===== src/rtl/multiplexer_pkg.sv =====
// Shared defaults and lane type for the N-to-1 multiplexer and its 2:1 cell.
package multiplexer_pkg;

    localparam int MUX_N_IN   = 16;
    localparam int MUX_DATA_W = 1;
    localparam int MUX_SEL_W  = $clog2(MUX_N_IN);

    typedef logic [MUX_DATA_W-1:0] lane_t;

endpackage : multiplexer_pkg


===== src/rtl/multiplexer_mux2.sv =====
// 2:1 combinational cell; sel_i = 1 picks b_i (the odd, higher-numbered lane).
module multiplexer_mux2 #(
    parameter int DATA_W = multiplexer_pkg::MUX_DATA_W
) (
    input  logic [DATA_W-1:0] a_i,
    input  logic [DATA_W-1:0] b_i,
    input  logic              sel_i,
    output logic [DATA_W-1:0] y_o
);

    assign y_o = sel_i ? b_i : a_i;

endmodule : multiplexer_mux2


===== src/rtl/multiplexer.sv =====
// N-to-1 lane selector: a log2(N_IN)-level mux2 tree gives the combinational
// result, and a single register stage provides out_q/out_valid.
module multiplexer
    import multiplexer_pkg::*;
#(
    parameter int N_IN   = MUX_N_IN,
    parameter int DATA_W = MUX_DATA_W,
    parameter int SEL_W  = $clog2(N_IN)
) (
    input  logic                     clk,
    input  logic                     rst_n,
    input  logic [N_IN*DATA_W-1:0]   in,
    input  logic [SEL_W-1:0]         sel,
    input  logic                     in_valid,
    output logic [DATA_W-1:0]        out,
    output logic [DATA_W-1:0]        out_q,
    output logic                     out_valid
);

    localparam int LVL = $clog2(N_IN);

    logic [DATA_W-1:0] tree_y;
    logic              sel_oor;
    logic [DATA_W-1:0] data_d, data_q;
    logic              valid_d, valid_q;

    // Level j halves the lane count, steered by sel[j]; level 0 pairs adjacent lanes.
    for (genvar j = 0; j < LVL; j++) begin : g_lvl
        localparam int W = N_IN >> (j + 1);
        logic [2*W*DATA_W-1:0] x;
        logic [W*DATA_W-1:0]   y;

        if (j == 0) begin : g_src
            assign x = in;
        end else begin : g_src
            assign x = g_lvl[j-1].y;
        end

        for (genvar m = 0; m < W; m++) begin : g_cell
            multiplexer_mux2 #(.DATA_W(DATA_W)) u_mux2 (
                .a_i  (x[(2*m)*DATA_W +: DATA_W]),
                .b_i  (x[(2*m+1)*DATA_W +: DATA_W]),
                .sel_i(sel[j]),
                .y_o  (y[m*DATA_W +: DATA_W])
            );
        end
    end

    assign tree_y = g_lvl[LVL-1].y;

    // A select wider than the tree can address nonexistent lanes; those read as zero.
    if (SEL_W > LVL) begin : g_oor
        assign sel_oor = |sel[SEL_W-1:LVL];
    end else begin : g_no_oor
        assign sel_oor = 1'b0;
    end

    assign out = sel_oor ? '0 : tree_y;

    // Valid-only capture: every in_valid beat is taken, no ready/backpressure.
    // out_valid marks the cycle after a capture; out_q holds across idle cycles.
    always_comb begin
        data_d  = data_q;
        valid_d = in_valid;
        if (in_valid) begin
            data_d = out;
        end
    end

    always_ff @(posedge clk or negedge rst_n) begin
        if (!rst_n) begin
            data_q  <= '0;
            valid_q <= 1'b0;
        end else begin
            data_q  <= data_d;
            valid_q <= valid_d;
        end
    end

    assign out_q     = data_q;
    assign out_valid = valid_q;

endmodule : multiplexer


===== config.mk =====
export PLATFORM = sky130hd
export DESIGN_NAME = multiplexer
export DESIGN_NICKNAME = d
export VERILOG_FILES = /design/src/rtl/multiplexer_pkg.sv /design/src/rtl/multiplexer_mux2.sv /design/src/rtl/multiplexer.sv
export SDC_FILE = /design/constraint.sdc
export NUM_CORES = 1
export LEC_CHECK = 0
export CAP_MARGIN = 30
export CORE_AREA = 2 2 39 41
export CTS_BUF_LIST = sky130_fd_sc_hd__clkbuf_16
export DETAILED_ROUTE_END_ITERATION = 12
export DIE_AREA = 0 0 41 43
export SETUP_SLACK_MARGIN = 0.2
export SYNTH_ARGS = -nofsm -noshare
export SYNTH_HDL_FRONTEND = slang
export SYNTH_SLANG_ARGS = --single-unit

===== constraint.sdc =====
create_clock -name clk -period 1.46 [get_ports clk]
set_input_delay 0.146 -clock clk [delete_from_list [all_inputs] [get_ports clk]]
set_output_delay 0.146 -clock clk [all_outputs]
set_load 0.03 [all_outputs]

Word-level counts from Yosys, hierarchy flattened
Index checks and enable logic that the tools add are counted.
{ "word_totals": {"out_inout_bits": 3, "wordCells": 17, "regBits": 2, "in_bits": 23} }
{ "op_classes": {"n_mux": 15} }
{ "ops": {"columns": ["operator", "count"], "rows": [
  ["$mux W1", 15]
]} }

Logic depth before layout (Yosys ltp)
Gate-level depths: netlist of run 1.
{ "logic_depth": {"word_depth": 4, "ltp_mapped": 5, "mapped_depth_nobuf": 4} }

Cells and area by module
A second synthesis of run 1 with hierarchy kept.
{ "unflattened": {"hier_cells": 18, "area_unflattened_um2": 290.3} }
{ "by_module_without_submodules": {"columns": ["module", "area_per_inst_um2", "seq_area_each_um2", "cells_per_inst", "instances"], "rows": [
  ["multiplexer_mux2", 15.0, 0.0, 1, 15],
  ["multiplexer", 65.1, 50.0, 3, 1]
]} }

Least setup slack after synthesis of run 1
No wires, ideal clock.
{ "synth_timing": {"path_type": "in2out", "from": "input port sel[2]", "to": "output port out", "setup_slack_ns": -0.048, "path_stages": 4, "path_buffers": 1, "t_required_ns": 1.314, "t_arrival_ns": 1.362, "cell_sequence": "buf_6 > mux2i_1 > mux4_2 > a21oi_1"} }
{ "synth_between": {"elab_chain_len": 2, "word_cells_on_any_way": 3, "classes_between": "3 x mux"} }
{ "synth_rtl": {"columns": ["element", "line", "text"], "rows": [
  ["start, declared", "multiplexer.sv:13", "input logic [SEL_W-1:0] sel,"],
  ["$mux W1", "multiplexer_mux2.sv:11", "assign y_o = sel_i ? b_i : a_i;"],
  ["$mux W1 *", "multiplexer_mux2.sv:11", null],
  ["end, declared", "multiplexer.sv:15", "output logic [DATA_W-1:0] out,"]
]} }
Every way passes the cells marked *; elsewhere a longest branch is shown, timed or not.

Worst setup path after layout of run 1
Ends and elaborated chain as after synthesis.

==> impl_metrics.json, run 1 <==
{
  "synth_cell_types": 11,
  "htree_levels": 1,
  "clock_latency_ns": 0.22,
  "arrival_ns": 1.38,
  "crit_type": "input port to output port",
  "grt_pass1_vias": 333,
  "r2r_setup_slack_ns": 0.69,
  "skew_ns": 0,
  "grt_max_degree": 5,
  "path_cells": "buf_6 > buf_6 > buf_6 > mux2i_1 > mux4_2 > a21oi_4 > buf_6",
  "final_area_sq_um": 631.9,
  "critPathBufInv": 4,
  "fp.coreArea_sq_um": 1384,
  "slowest_delay_ns": 0.51,
  "cts-root-buf": "clkbuf_16",
  "overflow": 0,
  "end_kind": "output port",
  "grt_usage_pct": 12.26,
  "fin_ws_ns": -0.06329,
  "p_clk_share_pct": 64.3,
  "viasPerCell": 4.448,
  "hp-class": "input port to async pin",
  "hold_buffers": 0,
  "switchingPower_w": 0.0001332,
  "final_layout_size_suffix_gt1_share_pct": 41.18,
  "ir_drop_mv": 0.2721,
  "setup_violations": 1,
  "pwr-share-seq_pct": 9.8,
  "areaGrowthSynthToFinish_pct": 190.2,
  "crit_top_cell": "buf_6",
  "yosysSeqAreaShare_pct": 22.99,
  "fin_crit_sh_pct": 104.3,
  "fp.dieH_microns": 43,
  "startpoint": "sel[2]",
  "syn_area_per_cell_sq_um": 13.61,
  "die_area_sq_um": 1763,
  "wl_per_cell_microns": 12.25,
  "swShare_pct": 20.61,
  "pre_cts_ws_ns": -0.9186,
  "worstPathRequired_ns": 1.31,
  "die_w_microns": 41,
  "crit_family": "multiplexers",
  "diodes": 0,
  "finalCriticalPeriod_ns": 1.523,
  "grt.met2_usage_pct": 18.75,
  "syn-cell-area_sq_um": 217.7,
  "final_util_pct": 45.66,
  "synth_warnings": 0,
  "synth_cells": 16,
  "num-nets-final": 76,
  "power.internal_w": 0.0005133,
  "initial_utilization_pct": 15.73,
  "p_leak_nw": 0.2890,
  "ant_nets": 0,
  "combPwrFrac_pct": 25.9,
  "routed_wl_microns": 821,
  "rows": 14,
  "cts.sinks": 2,
  "max_slew.worst_pin.slew_ns": 0.2977,
  "grt_util_met3_pct": 5.236,
  "path_clk_slew_ns": 0.03,
  "synth-seq-cells": 2,
  "max_freq_ghz": 0.6565,
  "dpl-instance-area_sq_um": 540.5,
  "start_kind": "input port",
  "max_slew_margin_pct": 80.23,
  "rr_startpoint": "out_q",
  "n_fill_cell": 140,
  "cts_max_path_buffers": 2,
  "grt_pass1_wl_mm": 1.311,
  "io_pins": 26,
  "slew_violations": 0,
  "grt_use_met1_pct": 10.00,
  "drt-pass1-iter-count": 4,
  "grt_setup_unrepaired": "yes",
  "status": "finished with violations",
  "slowest_stage": "mux4_2",
  "finalSetupTns_ns": -0.06329,
  "numPortBuffers": 25,
  "worst-path-max-fanout": 4,
  "tritoncts": "built",
  "numCtsBuffers": 3,
  "antenna_found_initial": 0,
  "gp_congestion": 0.6291,
  "violations": "setup timing",
  "hpwl_microns": 670.4,
  "vias": 298,
  "r2r_end": "out_q",
  "synthesis.nets": 39,
  "power_density_nw_per_um2": 1023,
  "drv_cap": 0,
  "busiest_layer": "met2",
  "drtIter0Drc": 6,
  "rr_worst_depth": 3,
  "timing_hold_violations_final": 0,
  "drcViolationCount": 0
}
power groups by stage:
stage               clock network [W]  registers [W]  logic (W)
floorplan                           0      0.0000759  0.0000641
global placement                    0      0.0000641   0.000171
detailed placement                  0      0.0000643   0.000174
CTS                          0.000425      0.0000635   0.000170
global route                 0.000427      0.0000642   0.000181
finish                       0.000416      0.0000633   0.000167
worst register-to-register path: cells and delay by family (launching register included):
family,cells,cell delay [ns]
AO/OA/AOI/OAI,2,0.21
flip-flops,1,0.36
AND/OR/NAND/NOR,1,0.10
kinds of logic after synthesis:
kind of cell           after synthesis  share of synthesized area, %
multiplexers                         7                         51.15
AO/OA/AOI/OAI                        4                         16.09
flip-flops                           2                         22.99
AND/OR/NAND/NOR                      2                         4.598
buffers and inverters                1                         5.172
routing by layer:
layer | wire length [microns] | vias to the layer above
met5 | 0 | -
met4 | 40 | 0
met3 | 128 | 5
met2 | 403 | 29
met1 | 248 | 129
li1 | - | 135
how the worst max path moves through the flow:
stage	endpoint	slack [ns]	cells past startpoint
floorplan	out	0.14	5
global placement	out	-0.92	7
detailed placement	out	-0.92	7
CTS	out	-0.07	7
global route	out	-0.11	7
finish	out	-0.06	7
Yosys cell counts, drive strengths merged:
cell,n,area share [%]
a211oi,1,5.7
a21boi,1,5.2
a21oi,1,2.3
a31oi,1,2.9
buf,1,5.2
dfrtp,2,23
mux2i,4,18
mux4,3,33
nor2,1,1.7
nor2b,1,2.9
state kept, by name (all words and copies together), names as in the netlist:
signal,count
out_q,1
out_valid,1
layout by cell type, fill, tap and decap left out:
cell type / instances
dfrtp_1: 2
dlygate4sd2_1: 14
clkbuf_16: 3
clkdlybuf4s15_2: 1
a21oi_4: 1
buf_6: 5
nor2b_4: 1
a31oi_1: 1
nor2_1: 1
buf_4: 5
clkdlybuf4s15_1: 4
mux4_2: 3
mux2i_1: 4
clkdlybuf4s50_1: 4
a211oi_4: 1
a21boi_2: 1
layout make-up:
cell class                 count  area (sq um)  share of cell area [%]
sequential                     2         50.05                   7.921
multi-input combinational     13         178.9                   28.32
tap                           16         20.02                   3.168
timing repair buffer          33         307.8                   48.71
clock buffer                   3         75.07                   11.88
per-stage QoR:
| stage | power (W) | std cells | hold WS, ns |
|---|---|---|---|
| after floorplan | 0.0001400 | 16 | -0.1496 |
| after global placement | 0.0002353 | 61 | 0.3180 |
| after detailed placement | 0.0002379 | 61 | 0.3213 |
| after CTS | 0.0006587 | 67 | 0.08780 |
| after global routing | 0.0006720 | 67 | 0.09053 |
| final | 0.0006465 | 67 | 0.08736 |
what timing repair did:
| action | in CTS | in global routing |
|---|---|---|
| pin swaps | 2 | 1 |
| gates resized for setup | 40 | 0 |
| buffers inserted | 3 | 0 |
| cloned | 0 | 0 |
| hold endpoints to repair | 0 | 0 |
| endpoints found under the setup margin | 4 | 2 |
Power figures use the tool's default switching activity.
==> inputs of run 2 (changes only) <==
==> constraint.sdc (replaced) <==
create_clock -name clk -period 1.5 [get_ports clk]
set_input_delay 0.15 -clock clk [delete_from_list [all_inputs] [get_ports clk]]
set_output_delay 0.15 -clock clk [all_outputs]
set_load 0.03 [all_outputs]
==> run 2 against run 1 <==
Compared with the run above:
- sequential power decreased by 2%
- hold slack improved by 0.0030 ns
- clock power decreased by 3%
- the flow now finishes without violations
- non-clock buffer count stayed put
- critical endpoint unchanged
- die area stayed put
- sequential share of layout area increased by 0.11 points
- global-route usage fell by 0.68 points
- register-to-register slack gained 0.03 ns
- core utilization down 0.63 points
==> impl_metrics.json, run 2 (synthesis gave the netlist of run 1 again) <==
{
  "p_leak_nw": 0.2864,
  "worst-path-max-fanout": 3,
  "grt_pass1_vias": 334,
  "numPortBuffers": 25,
  "die_w_microns": 41,
  "viasPerCell": 4.194,
  "skew_ns": 0,
  "ir_drop_mv": 0.4651,
  "fin_crit_sh_pct": 99.80,
  "hold_ws_ns": 0.09039,
  "drv_cap": 0,
  "initial_utilization_pct": 15.73,
  "areaGrowthSynthToFinish_pct": 186.2,
  "drt-pass1-iter-count": 4,
  "fp.dieH_microns": 43,
  "die_area_sq_um": 1763,
  "grt.met2_usage_pct": 18.44,
  "diodes": 0,
  "htree_levels": 1,
  "cts.sinks": 2,
  "rows": 14,
  "grt_use_met1_pct": 10.39,
  "slew_violations": 0,
  "worstPathRequired_ns": 1.35,
  "pwr-share-seq_pct": 9.9,
  "max_freq_ghz": 0.6680,
  "final_cell_mix": "13 x dlygate4sd2_1, 6 x buf_4, 5 x clkdlybuf4s15_1",
  "fp.coreArea_sq_um": 1384,
  "timing_hold_violations_final": 0,
  "wl_per_cell_microns": 11.87,
  "num-nets-final": 76,
  "hpwl_microns": 627.4,
  "final_cells": 67,
  "drcViolationCount": 0,
  "grt_setup_unrepaired": "yes",
  "gp_congestion": 0.5893,
  "crit_top_cell": "buf_6",
  "ant_nets": 0,
  "slowest_stage": "mux4_2",
  "status": "finished, final reports clean",
  "crit_type": "input port to output port",
  "grt_usage_pct": 11.58,
  "routed_wl_microns": 795,
  "slowest_delay_ns": 0.50,
  "cts_max_path_buffers": 2,
  "hp-class": "input port to async pin",
  "r2r_setup_slack_ns": 0.72,
  "grt_pass1_wl_mm": 1.242,
  "switchingPower_w": 0.0001284,
  "busiest_layer": "met2",
  "power_density_nw_per_um2": 1003,
  "numCtsBuffers": 3,
  "grt_max_degree": 5,
  "max_slew.worst_pin.slew_ns": 0.2997,
  "cts-root-buf": "clkbuf_16",
  "p_clk_share_pct": 64.7,
  "end_kind": "output port",
  "rr_worst_depth": 3,
  "setup_violations": 0,
  "final_common_cell": "dlygate4sd2_1",
  "vias": 281,
  "antenna_found_initial": 0,
  "swShare_pct": 20.55,
  "max_slew_margin_pct": 80.10,
  "dpl.cell_count": 62,
  "drtIter0Drc": 2,
  "rr_startpoint": "out_q",
  "path_clk_slew_ns": 0.03,
  "path_cells": "buf_6 > buf_6 > buf_6 > mux2i_1 > mux4_2 > a21oi_4 > buf_6",
  "r2r_end": "out_q",
  "combPwrFrac_pct": 25.4,
  "final_layout_size_suffix_gt1_share_pct": 41.18,
  "power.internal_w": 0.0004963,
  "io_pins": 26,
  "tritoncts": "built",
  "finalCriticalPeriod_ns": 1.497,
  "arrival_ns": 1.35,
  "start_kind": "input port",
  "clock_latency_ns": 0.22,
  "overflow": 0,
  "grt_util_met3_pct": 3.141
}
[run 2: worst max-delay path: cells and delay by family]
kind / cells / cell delay (ns)
multiplexers: 2 / 0.60
buffers and inverters: 4 / 0.44
AO/OA/AOI/OAI: 1 / 0.14
[run 2: area by class of cell]
cell class / count / area (sq um)
Tap cell: 16 / 20.02
Timing Repair Buffer: 33 / 299.0
Multi-Input combinational cell: 13 / 178.9
Sequential cell: 2 / 50.05
Fill cell: 152 / 760.7
Clock buffer: 3 / 75.07
[run 2: worst max-delay path by stage]
stage	start	end	slack, ns	depth (start not counted)
after floorplan	sel[2]	out	0.17	5
after global placement	sel[2]	out	-0.86	7
after detailed placement	sel[2]	out	-0.89	7
after CTS	sel[2]	out	-0.04	7
after global routing	sel[2]	out	-0.04	7
final	sel[2]	out	0.003	7
[run 2: repair_timing]
item / 4_1_cts / 5_1_grt
gates cloned: 0 / 0
hold buffers: 0 / 0
pin swaps: 3 / 2
setup buffers: 2 / 0
setup endpoints to repair: 4 / 2
gates resized for setup: 38 / 3
[run 2: power groups by stage]
stage	registers [W]	clock network [W]	logic, W
after floorplan	0.0000739	0	0.0000625
after global placement	0.0000625	0	0.000169
after detailed placement	0.0000630	0	0.000170
after CTS	0.0000622	0.000415	0.000160
after global routing	0.0000626	0.000420	0.000172
final	0.0000619	0.000404	0.000159
[run 2: metrics by stage]
stage                     worst slack (ns)  utilization [%]  instance area, sq um  TNS [ns]   power, W
final                             0.002971            45.03                 623.1         0  0.0006247
after global routing              -0.04022            45.03                 623.1  -0.04022  0.0006540
after CTS                         -0.03510            45.03                 623.1  -0.03510  0.0006374
after detailed placement           -0.8886            39.60                 548.0    -1.331  0.0002334
after global placement             -0.8634            39.60                 548.0    -1.271  0.0002313
after floorplan                     0.1712                -                 247.7         0  0.0001365
[run 2: routing by layer]
metal,vias up,wire (microns)
li1,135,-
met1,116,256
met2,26,388
met3,4,120
met4,0,30
met5,-,0
